**config.mk**
```make
export PLATFORM = sky130hd
export DESIGN_NAME = ps2_kb_receiver
export DESIGN_NICKNAME = d
export VERILOG_FILES = /design/src/rtl/ps2_kb_receiver.sv
export SDC_FILE = /design/constraint.sdc
export NUM_CORES = 1
export LEC_CHECK = 0
export ABC_AREA = 1
export ABC_CLOCK_PERIOD_IN_PS = 1900
export BUFFER_PORTS_ARGS = -buffer_cell sky130_fd_sc_hd__buf_2
export CORE_UTILIZATION = 55
export DETAILED_ROUTE_END_ITERATION = 10
export PLACE_DENSITY = 0.8
export SLEW_MARGIN = 20
export SYNTH_ARGS = -nofsm -noshare
export SYNTH_HDL_FRONTEND = slang
export SYNTH_SLANG_ARGS = --single-unit
```
**constraint.sdc**
```tcl
create_clock -name clk -period 1.9 [get_ports clk]
set_input_delay 0.38 -clock clk [delete_from_list [all_inputs] [get_ports clk]]
set_output_delay 0.38 -clock clk [all_outputs]
set_load 0.05 [all_outputs]
```
**src/rtl/ps2_kb_receiver.sv**
```systemverilog
// PS/2 keyboard receiver: filters the PS/2 clock, deserializes 11-bit frames and
// tracks the held key's make code with 0xE0/0xF0 prefix decoding.
// state  | meaning
// IDLE   | waiting for a start bit
// DATA   | shifting in d0..d7
// PARITY | capturing the odd-parity bit
// STOP   | checking stop bit and parity, then decoding the byte
module ps2_kb_receiver #(
  parameter int FILTER_LEN = 8,
  parameter int TIMEOUT    = 10000
) (
  input  logic       clk,
  input  logic       reset,
  input  logic       ps2_clk,
  input  logic       ps2_data,
  output logic [7:0] kb_code,
  output logic       kb_ext,
  output logic [7:0] kb_byte,
  output logic       kb_valid,
  output logic       frame_err
);

  localparam int FW = $clog2(FILTER_LEN + 1);
  localparam int TW = $clog2(TIMEOUT + 1);

  typedef enum logic [1:0] {S_IDLE, S_DATA, S_PARITY, S_STOP} state_t;

  state_t          state_q, state_d;
  logic [1:0]      ck_s_q, ck_s_d;
  logic [1:0]      dt_s_q, dt_s_d;
  logic            filt_q, filt_d;
  logic [FW-1:0]   flt_cnt_q, flt_cnt_d;
  logic [7:0]      shift_q, shift_d;
  logic [2:0]      bit_cnt_q, bit_cnt_d;
  logic            par_q, par_d;
  logic [TW-1:0]   to_cnt_q, to_cnt_d;
  logic [7:0]      kb_code_q, kb_code_d;
  logic            kb_ext_q, kb_ext_d;
  logic [7:0]      kb_byte_q, kb_byte_d;
  logic            kb_valid_q, kb_valid_d;
  logic            frame_err_q, frame_err_d;
  logic            ext_pend_q, ext_pend_d;
  logic            brk_pend_q, brk_pend_d;
  logic            fall;
  logic            dt;

  always_ff @(posedge clk or posedge reset) begin
    if (reset) begin
      state_q     <= S_IDLE;
      ck_s_q      <= 2'b11;
      dt_s_q      <= 2'b11;
      filt_q      <= 1'b1;
      flt_cnt_q   <= '0;
      shift_q     <= '0;
      bit_cnt_q   <= '0;
      par_q       <= 1'b0;
      to_cnt_q    <= '0;
      kb_code_q   <= '0;
      kb_ext_q    <= 1'b0;
      kb_byte_q   <= '0;
      kb_valid_q  <= 1'b0;
      frame_err_q <= 1'b0;
      ext_pend_q  <= 1'b0;
      brk_pend_q  <= 1'b0;
    end else begin
      state_q     <= state_d;
      ck_s_q      <= ck_s_d;
      dt_s_q      <= dt_s_d;
      filt_q      <= filt_d;
      flt_cnt_q   <= flt_cnt_d;
      shift_q     <= shift_d;
      bit_cnt_q   <= bit_cnt_d;
      par_q       <= par_d;
      to_cnt_q    <= to_cnt_d;
      kb_code_q   <= kb_code_d;
      kb_ext_q    <= kb_ext_d;
      kb_byte_q   <= kb_byte_d;
      kb_valid_q  <= kb_valid_d;
      frame_err_q <= frame_err_d;
      ext_pend_q  <= ext_pend_d;
      brk_pend_q  <= brk_pend_d;
    end
  end

  // Synchronizers and clock filter: the filtered level flips only after the
  // synchronized pin has disagreed with it for FILTER_LEN consecutive cycles.
  always_comb begin
    ck_s_d    = {ck_s_q[0], ps2_clk};
    dt_s_d    = {dt_s_q[0], ps2_data};
    filt_d    = filt_q;
    flt_cnt_d = '0;
    if (ck_s_q[1] != filt_q) begin
      if (flt_cnt_q == FW'(FILTER_LEN - 1)) filt_d = ck_s_q[1];
      else                                  flt_cnt_d = flt_cnt_q + 1'b1;
    end
  end

  assign fall = filt_q & ~filt_d;
  assign dt   = dt_s_q[1];

  always_comb begin
    state_d     = state_q;
    shift_d     = shift_q;
    bit_cnt_d   = bit_cnt_q;
    par_d       = par_q;
    to_cnt_d    = to_cnt_q;
    kb_code_d   = kb_code_q;
    kb_ext_d    = kb_ext_q;
    kb_byte_d   = kb_byte_q;
    kb_valid_d  = 1'b0;
    frame_err_d = 1'b0;
    ext_pend_d  = ext_pend_q;
    brk_pend_d  = brk_pend_q;

    if (state_q == S_IDLE) begin
      to_cnt_d = '0;
      if (fall) begin
        if (!dt) begin
          state_d   = S_DATA;
          bit_cnt_d = '0;
        end else begin
          frame_err_d = 1'b1;
        end
      end
    end else begin
      to_cnt_d = fall ? '0 : to_cnt_q + 1'b1;
      if (fall) begin
        case (state_q)
          S_DATA: begin
            shift_d   = {dt, shift_q[7:1]};
            bit_cnt_d = bit_cnt_q + 1'b1;
            if (bit_cnt_q == 3'd7) state_d = S_PARITY;
          end
          S_PARITY: begin
            par_d   = dt;
            state_d = S_STOP;
          end
          default: begin
            state_d = S_IDLE;
            if (dt && (^{shift_q, par_q})) begin
              kb_byte_d  = shift_q;
              kb_valid_d = 1'b1;
              if (shift_q == 8'hE0) begin
                ext_pend_d = 1'b1;
              end else if (shift_q == 8'hF0) begin
                brk_pend_d = 1'b1;
              end else begin
                if (!brk_pend_q) begin
                  kb_code_d = shift_q;
                  kb_ext_d  = ext_pend_q;
                end else if (shift_q == kb_code_q && ext_pend_q == kb_ext_q) begin
                  kb_code_d = 8'h00;
                  kb_ext_d  = 1'b0;
                end
                ext_pend_d = 1'b0;
                brk_pend_d = 1'b0;
              end
            end else begin
              frame_err_d = 1'b1;
            end
          end
        endcase
      end else if (to_cnt_q == TW'(TIMEOUT - 1)) begin
        // Counter equals TIMEOUT in the cycle frame_err is raised; IDLE clears it after.
        state_d     = S_IDLE;
        shift_d     = '0;
        bit_cnt_d   = '0;
        ext_pend_d  = 1'b0;
        brk_pend_d  = 1'b0;
        frame_err_d = 1'b1;
      end
    end
  end

  assign kb_code   = kb_code_q;
  assign kb_ext    = kb_ext_q;
  assign kb_byte   = kb_byte_q;
  assign kb_valid  = kb_valid_q;
  assign frame_err = frame_err_q;

endmodule

```
==> results of run 1 <==
==> worst min path at each step <==
| stage | slack (ps) | endpoint | cells after the start |
|---|---|---|---|
| final | 60 | bit_cnt_q[2]$_DFFE_PP0P_ | 3 |
| after global routing | 80 | flt_cnt_q[2]$_DFF_PP0_ | 3 |
| after CTS | 60 | brk_pend_q$_DFFE_PP0P_ | 3 |
| after detailed placement | 350 | ck_s_q[1]$_DFF_PP1_ | 0 |
| after global placement | 350 | dt_s_q[1]$_DFF_PP1_ | 0 |
| after floorplan | 350 | ck_s_q[1]$_DFF_PP1_ | 0 |
==> cell usage after synthesis <==
cell type,instances
nand4_1,6
a21oi_4,1
or2_0,1
xnor2_1,6
buf_2,2
xor2_1,7
o21bai_1,9
o21ai_0,17
o31ai_1,1
nand2_1,84
dfstp_2,5
inv_2,4
inv_1,45
nor3b_1,2
ha_1,9
a21oi_1,13
nor2_2,2
nor2_1,54
buf_6,1
nand3_1,36
and2_1,1
buf_4,3
nor3_1,6
mux2_2,1
a22o_1,2
nor2_4,2
a21oi_2,2
nand2_2,3
o221a_2,1
dfrtp_1,53
nand2_4,2
nand3_2,4
clkbuf_1,1
==> sequential cells by signal, indices dropped and copies added, names as in the netlist, 2 cells and up <==
signal	cells
to_cnt_q	14
kb_byte	8
kb_code	8
shift_q	8
flt_cnt_q	4
bit_cnt_q	3
ck_s_q	2
dt_s_q	2
state_q	2
==> cell usage in the layout, fill, tap and decap left out, types with 2 or more instances in the layout <==
cell / instances
bufinv_16: 2
buf_4: 13
nor2_2: 4
nor3_1: 6
inv_1: 44
ha_1: 9
clkinv_2: 2
a21oi_1: 13
nand4_1: 6
o21bai_1: 9
inv_2: 4
nor2_4: 3
dfstp_2: 5
nand2_4: 2
nand3_2: 4
nand2_1: 84
clkbuf_8: 10
nor3b_1: 2
xor2_1: 7
dfrtp_1: 53
a21oi_2: 2
nand2_2: 3
o21ai_0: 16
buf_12: 2
nor2_1: 51
buf_2: 22
nand3_1: 35
xnor2_1: 6
a22o_1: 2
==> power by group <==
| part | internal (mW) | switching [mW] | total [mW] |
|---|---|---|---|
| clock network | 0.769 | 0.495 | 1.26 |
| registers | 1.28 | 0.0278 | 1.31 |
| logic | 0.0388 | 0.0679 | 0.107 |
| total | 2.09 | 0.590 | 2.68 |
==> per-layer routing <==
metal	track usage [%]	part of all wire [%]	vias up
met3	5.65	5.2	9
met2	35.7	46	71
met1	31.0	47	1269
li1	-	-	1317
met5	0	0	-
met4	9.62	1.6	0
==> worst reg2reg max path, cell delays in order, from the launching register on <==
cell and delay, ps:
dfrtp_1 440, nand2_1 150, inv_2 60, nor2_1 140, nand2_1 80, nand2_2 80, nand3_2 120, nand2_1 150
nand3_4 150, o21bai_1 180, nand2_1 80
==> metrics by stage <==
step	worst slack (ps)	cells	TNS, ps
finish	155	504	0
global route	-5.12	504	-5.12
CTS	29.8	501	0
detailed placement	57.1	485	0
global placement	155	485	0
floorplan	100	386	0
==> what timing repair did <==
action	in CTS	in global routing
gates resized for setup	0	8
endpoints found under the setup margin	0	22
setup buffers	0	3
==> kinds of logic after synthesis <==
group / count (synthesis)
adders and majority gates: 9
muxes: 1
AOI/OAI and AO/OA: 46
and+or+nand+nor: 203
xor gates and xnor gates: 13
buffers and inverters: 56
DFF: 58
==> area by class of cell <==
class,count,area share [%]
inverters,49,5.09
clock inverters,5,2.12
well taps,72,2.46
multi-input cells,272,39.9
flip-flops and latches,58,39.8
clock buffers,11,3.86
repair buffers,37,6.77
==> impl_metrics.tcl, run 1 <==
set metrics [dict create \
    antenna_found_initial 0 \
    r2r_end "kb_code[0]$_DFFE_PP0P_" \
    rrSetupSlack_ps 160 \
    drv_slew 0 \
    num_vias 2666 \
    synthCells 386 \
    path_common_cell "nand2_1" \
    worst_pin_slew_ps 366 \
    clk_pin_slew_ps 70 \
    hold_ws_ps 63.0 \
    crit_end "kb_code[0]$_DFFE_PP0P_" \
    nets 440 \
    path_delay_family "simple AND/OR/NAND/NOR gates" \
    powerDensity_mw_per_mm2 732 \
    grt_pass1_wl_mm 10.7 \
    clockBufferDepth 2 \
    ir_drop_mv 0.551 \
    ant_nets 0 \
    critPathBufInv 1 \
    start_util_pct 56.7 \
    cts_buffers 9 \
    finalCoreUtilization_pct 66.5 \
    seqCellArea_mm2 0.00146 \
    yosys.cell_types.count 33 \
    cp_max_fo 10 \
    num_rows 27 \
    cpMaxStageDelayCell "dfrtp_1" \
    critical_path_required_ps 2130 \
    synth_fa_ha_area_share_pct 3.60 \
    syn-num-nets 399 \
    synth.largest_area_cell "dfrtp_1" \
    die_height_um 77.4 \
    outcome "finished, final reports clean" \
    multiInputGateArea_mm2 0.00146 \
    io_buffers 22 \
    cts_max_level 3 \
    first_global_vias 2441 \
    worstPathCellList "nand2_1 > inv_2 > nor2_1 > nand2_1 > nand2_2 > nand3_2 > nand2_1 > nand3_4 > o21bai_1 > nand2_1" \
    drv_cap 0 \
    synth_xor_xnor_area_share_pct 3.64 \
    vias_per_cell 5.29 \
    slew_headroom_pct 75.6 \
    drt-total-wl_mm 6.45 \
    reg2reg_depth 10 \
    yosysTopAreaCellShare_pct 42.5 \
    die_x_um 77.4 \
    antenna_cells 0 \
    cts_tree "done" \
    synth_top_family_by_area "simple AND/OR/NAND/NOR gates" \
    timing.final.crit_period_ps 1740 \
    syn_area_mm2 0.00312 \
    synth.top_cells.by_area "dfrtp_1, nand2_1, nor2_1" \
    wl_per_cell_um 12.8 \
    ys_warn_count 0 \
    clock_sinks 58 \
    area_growth_pct 17.2 \
    design_area_mm2 0.00366 \
    synthMuxAreaShare_pct 0.360 \
    synth-simple-area-share_pct 29.1 \
    dieArea_mm2 0.00599 \
    drive_gt1_share_pct 19.4 \
    drt_iter0_markers 217 \
    seq_area_frac_synth_pct 46.7 \
    fill_cells 450 \
    gp_congestion 0.919 \
    drt_first_pass_iters 5 \
    min_path_type "input port to async pin" \
    ios 23 \
    gr-usage-all-layers_pct 23.1 \
    placed_area_mm2 0.00338 \
    synth_compound_area_share_pct 9.21 \
    cp.arrival_ps 1970 \
    startpoint "shift_q[6]$_DFFE_PP0P_" \
    critPathKind "flop to flop" \
    cp-start-kind "flop" \
    synth.avg_cell_area_um2 8.09 \
    grt_max_degree 39 \
    setup_viol_count_final 0 \
    skew_ps 11.5 \
    timing.fmax_ghz 0.573 \
    ys_ff_latch 58 \
    crit_cells 10 \
    p_leak_nw 1.87 \
    hpwl_mm 4.55 \
    finalCritPeriodShare_pct 91.8 \
    power.total_mw 2.68 \
    end_kind "flop" \
    slowest_delay_ps 440 \
    clk_latency_ps 350 \
    holdBufCountCts 0 \
    overflow 0 \
    hold_viol 0 \
    coreArea_mm2 0.00551 \
    drc_errors 0 \
    clockRootBuffer "clkbuf_8" \
    reg2reg_from "shift_q[6]$_DFFE_PP0P_" \
]
Power figures use the tool's default switching activity.
==> run 2: changes to the inputs <==
--- a/config.mk
+++ b/config.mk
@@ -5,7 +5,6 @@
 export SDC_FILE = /design/constraint.sdc
 export NUM_CORES = 1
 export LEC_CHECK = 0
-export ABC_AREA = 1
 export ABC_CLOCK_PERIOD_IN_PS = 1900
 export BUFFER_PORTS_ARGS = -buffer_cell sky130_fd_sc_hd__buf_2
 export CORE_UTILIZATION = 55
==> impl_metrics.tcl, run 2 <==
set metrics [dict create \
    outcome "finished with violations" \
    violations "negative setup slack" \
    seq_area_frac_synth_pct 51.5 \
    cts_max_level 3 \
    regMostFlops "to_cnt_q" \
    worstPathCellList "or4b_1 > or4_4 > a211o_4 > mux2_4" \
    cp.arrival_ps 2460 \
    end_kind "flop" \
    cts_tree "done" \
    slowest_delay_ps 560 \
    cts_buffers 9 \
    ys_warn_count 0 \
    nets 339 \
    rrSetupSlack_ps -330 \
    clock_sinks 58 \
    drc_errors 0 \
    clockRootBuffer "clkbuf_8" \
    fin_ws_ps -334 \
    synth.top_cells.by_area "dfrtp_1, xor2_1, dfstp_2" \
    drv_slew 0 \
    worst_pin_slew_ps 531 \
    ys_ff_latch 58 \
    synth_enable_flop_cells 0 \
    antenna_found_initial 0 \
    clockBufferDepth 2 \
    coreArea_mm2 0.00485 \
    ir_drop_mv 1.02 \
    finalCritPeriodShare_pct 118 \
    gp_congestion 0.790 \
    final_common_cell "dfrtp_1" \
    cp-start-kind "flop" \
    vias_per_cell 5.39 \
    mostFrequentLayoutCells "dfrtp_1, buf_4, nor2_1" \
    synth.most_common_cell "dfrtp_1" \
    drt_first_pass_iters 4 \
    grt_pass1_wl_mm 10.2 \
    area_growth_pct 32.9 \
    setup_viol_count_final 33 \
    hold_viol 0 \
    start_util_pct 58.3 \
    drt-total-wl_mm 6.17 \
    critical_path_required_ps 2130 \
    synth_commonest_cells "dfrtp_1, nor2_1, nand2_1" \
    synthCells 251 \
    num_vias 2145 \
    gr-usage-all-layers_pct 26.1 \
    hpwl_mm 4.05 \
    r2r_end "shift_q[6]$_DFFE_PP0P_" \
    dieArea_mm2 0.00543 \
    yosysTopAreaCellShare_pct 46.9 \
    drv_cap 0 \
    p_leak_nw 1.80 \
    clk_latency_ps 340 \
    grt_max_degree 59 \
    timing.final.crit_period_ps 2230 \
    syn_area_mm2 0.00283 \
    wl_per_cell_um 15.5 \
    clk_pin_slew_ps 70 \
    num_rows 25 \
    synth.avg_cell_area_um2 11.3 \
    rsz0062_at_grt "yes" \
    pre_cts_ws_ps -317 \
    critPathKind "flop to flop" \
    timing.fmax_ghz 0.448 \
    yosys.cell_types.count 53 \
    largest_reg_flops 14 \
    finalCoreUtilization_pct 77.5 \
    powerDensity_mw_per_mm2 685 \
    syn-num-nets 264 \
    first_global_vias 2166 \
    slew_headroom_pct 64.6 \
    die_x_um 73.7 \
    ios 23 \
    ant_nets 0 \
    cpMaxStageDelayCell "or4_4" \
    synth_flop_cell "dfrtp_1" \
    antenna_cells 0 \
    drive_gt1_share_pct 42.9 \
    min_path_type "input port to async pin" \
    io_buffers 22 \
    reg2reg_depth 4 \
    power.total_mw 2.57 \
    synth.largest_area_cell "dfrtp_1" \
    overflow 0 \
    cp_max_fo 5 \
    skew_ps 4.91 \
    die_height_um 73.7 \
    async_flop_share_pct 100 \
    drt_iter0_markers 81 \
    reg2reg_from "to_cnt_q[4]$_DFF_PP0_" \
]
-- run 2: final cells by class --
type	instances	area [um2]
Fill cell	301	1090
Sequential cell	58	1460
Clock buffer	10	128
Multi-Input combinational cell	176	1450
Timing Repair Buffer	75	561
Inverter	6	22.5
Clock inverter	6	57.6
Tap cell	67	83.8
-- run 2: worst max-delay path by stage --
stage | start | to | slack (ps) | depth (start not counted)
global route | to_cnt_q[4]$_DFF_PP0_ | shift_q[6]$_DFFE_PP0P_ | -380 | 4
global placement | to_cnt_q[12]$_DFF_PP0_ | shift_q[6]$_DFFE_PP0P_ | -290 | 4
CTS | to_cnt_q[5]$_DFF_PP0_ | ext_pend_q$_DFFE_PP0P_ | -330 | 5
floorplan | to_cnt_q[12]$_DFF_PP0_ | shift_q[6]$_DFFE_PP0P_ | -300 | 4
detailed placement | to_cnt_q[12]$_DFF_PP0_ | shift_q[6]$_DFFE_PP0P_ | -320 | 4
finish | to_cnt_q[4]$_DFF_PP0_ | shift_q[6]$_DFFE_PP0P_ | -330 | 4
-- run 2: critical path, delay by kind of cell (launching register included) --
family	cells	cell delay [ps]
simple gates	2	1070
compound gates	1	380
flops	1	370
mux	1	300
-- run 2: cells by family after synthesis --
family | count (synthesis) | synth area share [%]
and+or+nand+nor | 86 | 15.5
DFF | 58 | 51.5
AOI/OAI and AO/OA | 35 | 10.2
xor gates and xnor gates | 31 | 10.1
buffers and inverters | 18 | 3.10
muxes | 14 | 5.58
adders and majority gates | 9 | 3.98
-- run 2: timing repair --
action / CTS / global route
setup buffers: 6 / 2
gates resized for setup: 8 / 9
pin swaps: 14 / 7
hold buffers: 0 / 0
cloned: 1 / 0
endpoints found under the setup margin: 33 / 33
-- run 2: metrics by stage --
stage / TNS (ps) / std cells / hold slack [ps] / area, um2
floorplan: -4870 / 251 / 345 / 2940
global placement: -6220 / 374 / 346 / 3410
detailed placement: -7280 / 374 / 347 / 3410
CTS: -6280 / 397 / 84.2 / 3710
global route: -8710 / 398 / 103 / 3760
finish: -6770 / 398 / 77.6 / 3760
-- run 2: report_power, final --
part	internal, mW	total, mW	switching, mW
clock	0.596	1.08	0.488
sequential	1.28	1.31	0.0274
combinational	0.0919	0.180	0.0879
-- run 2: per-layer routing --
layer  wire length (um)  track usage [%]
met5                  0                0
met4                136             15.0
met3                205             6.04
met2               3010             41.6
met1               2820             32.6
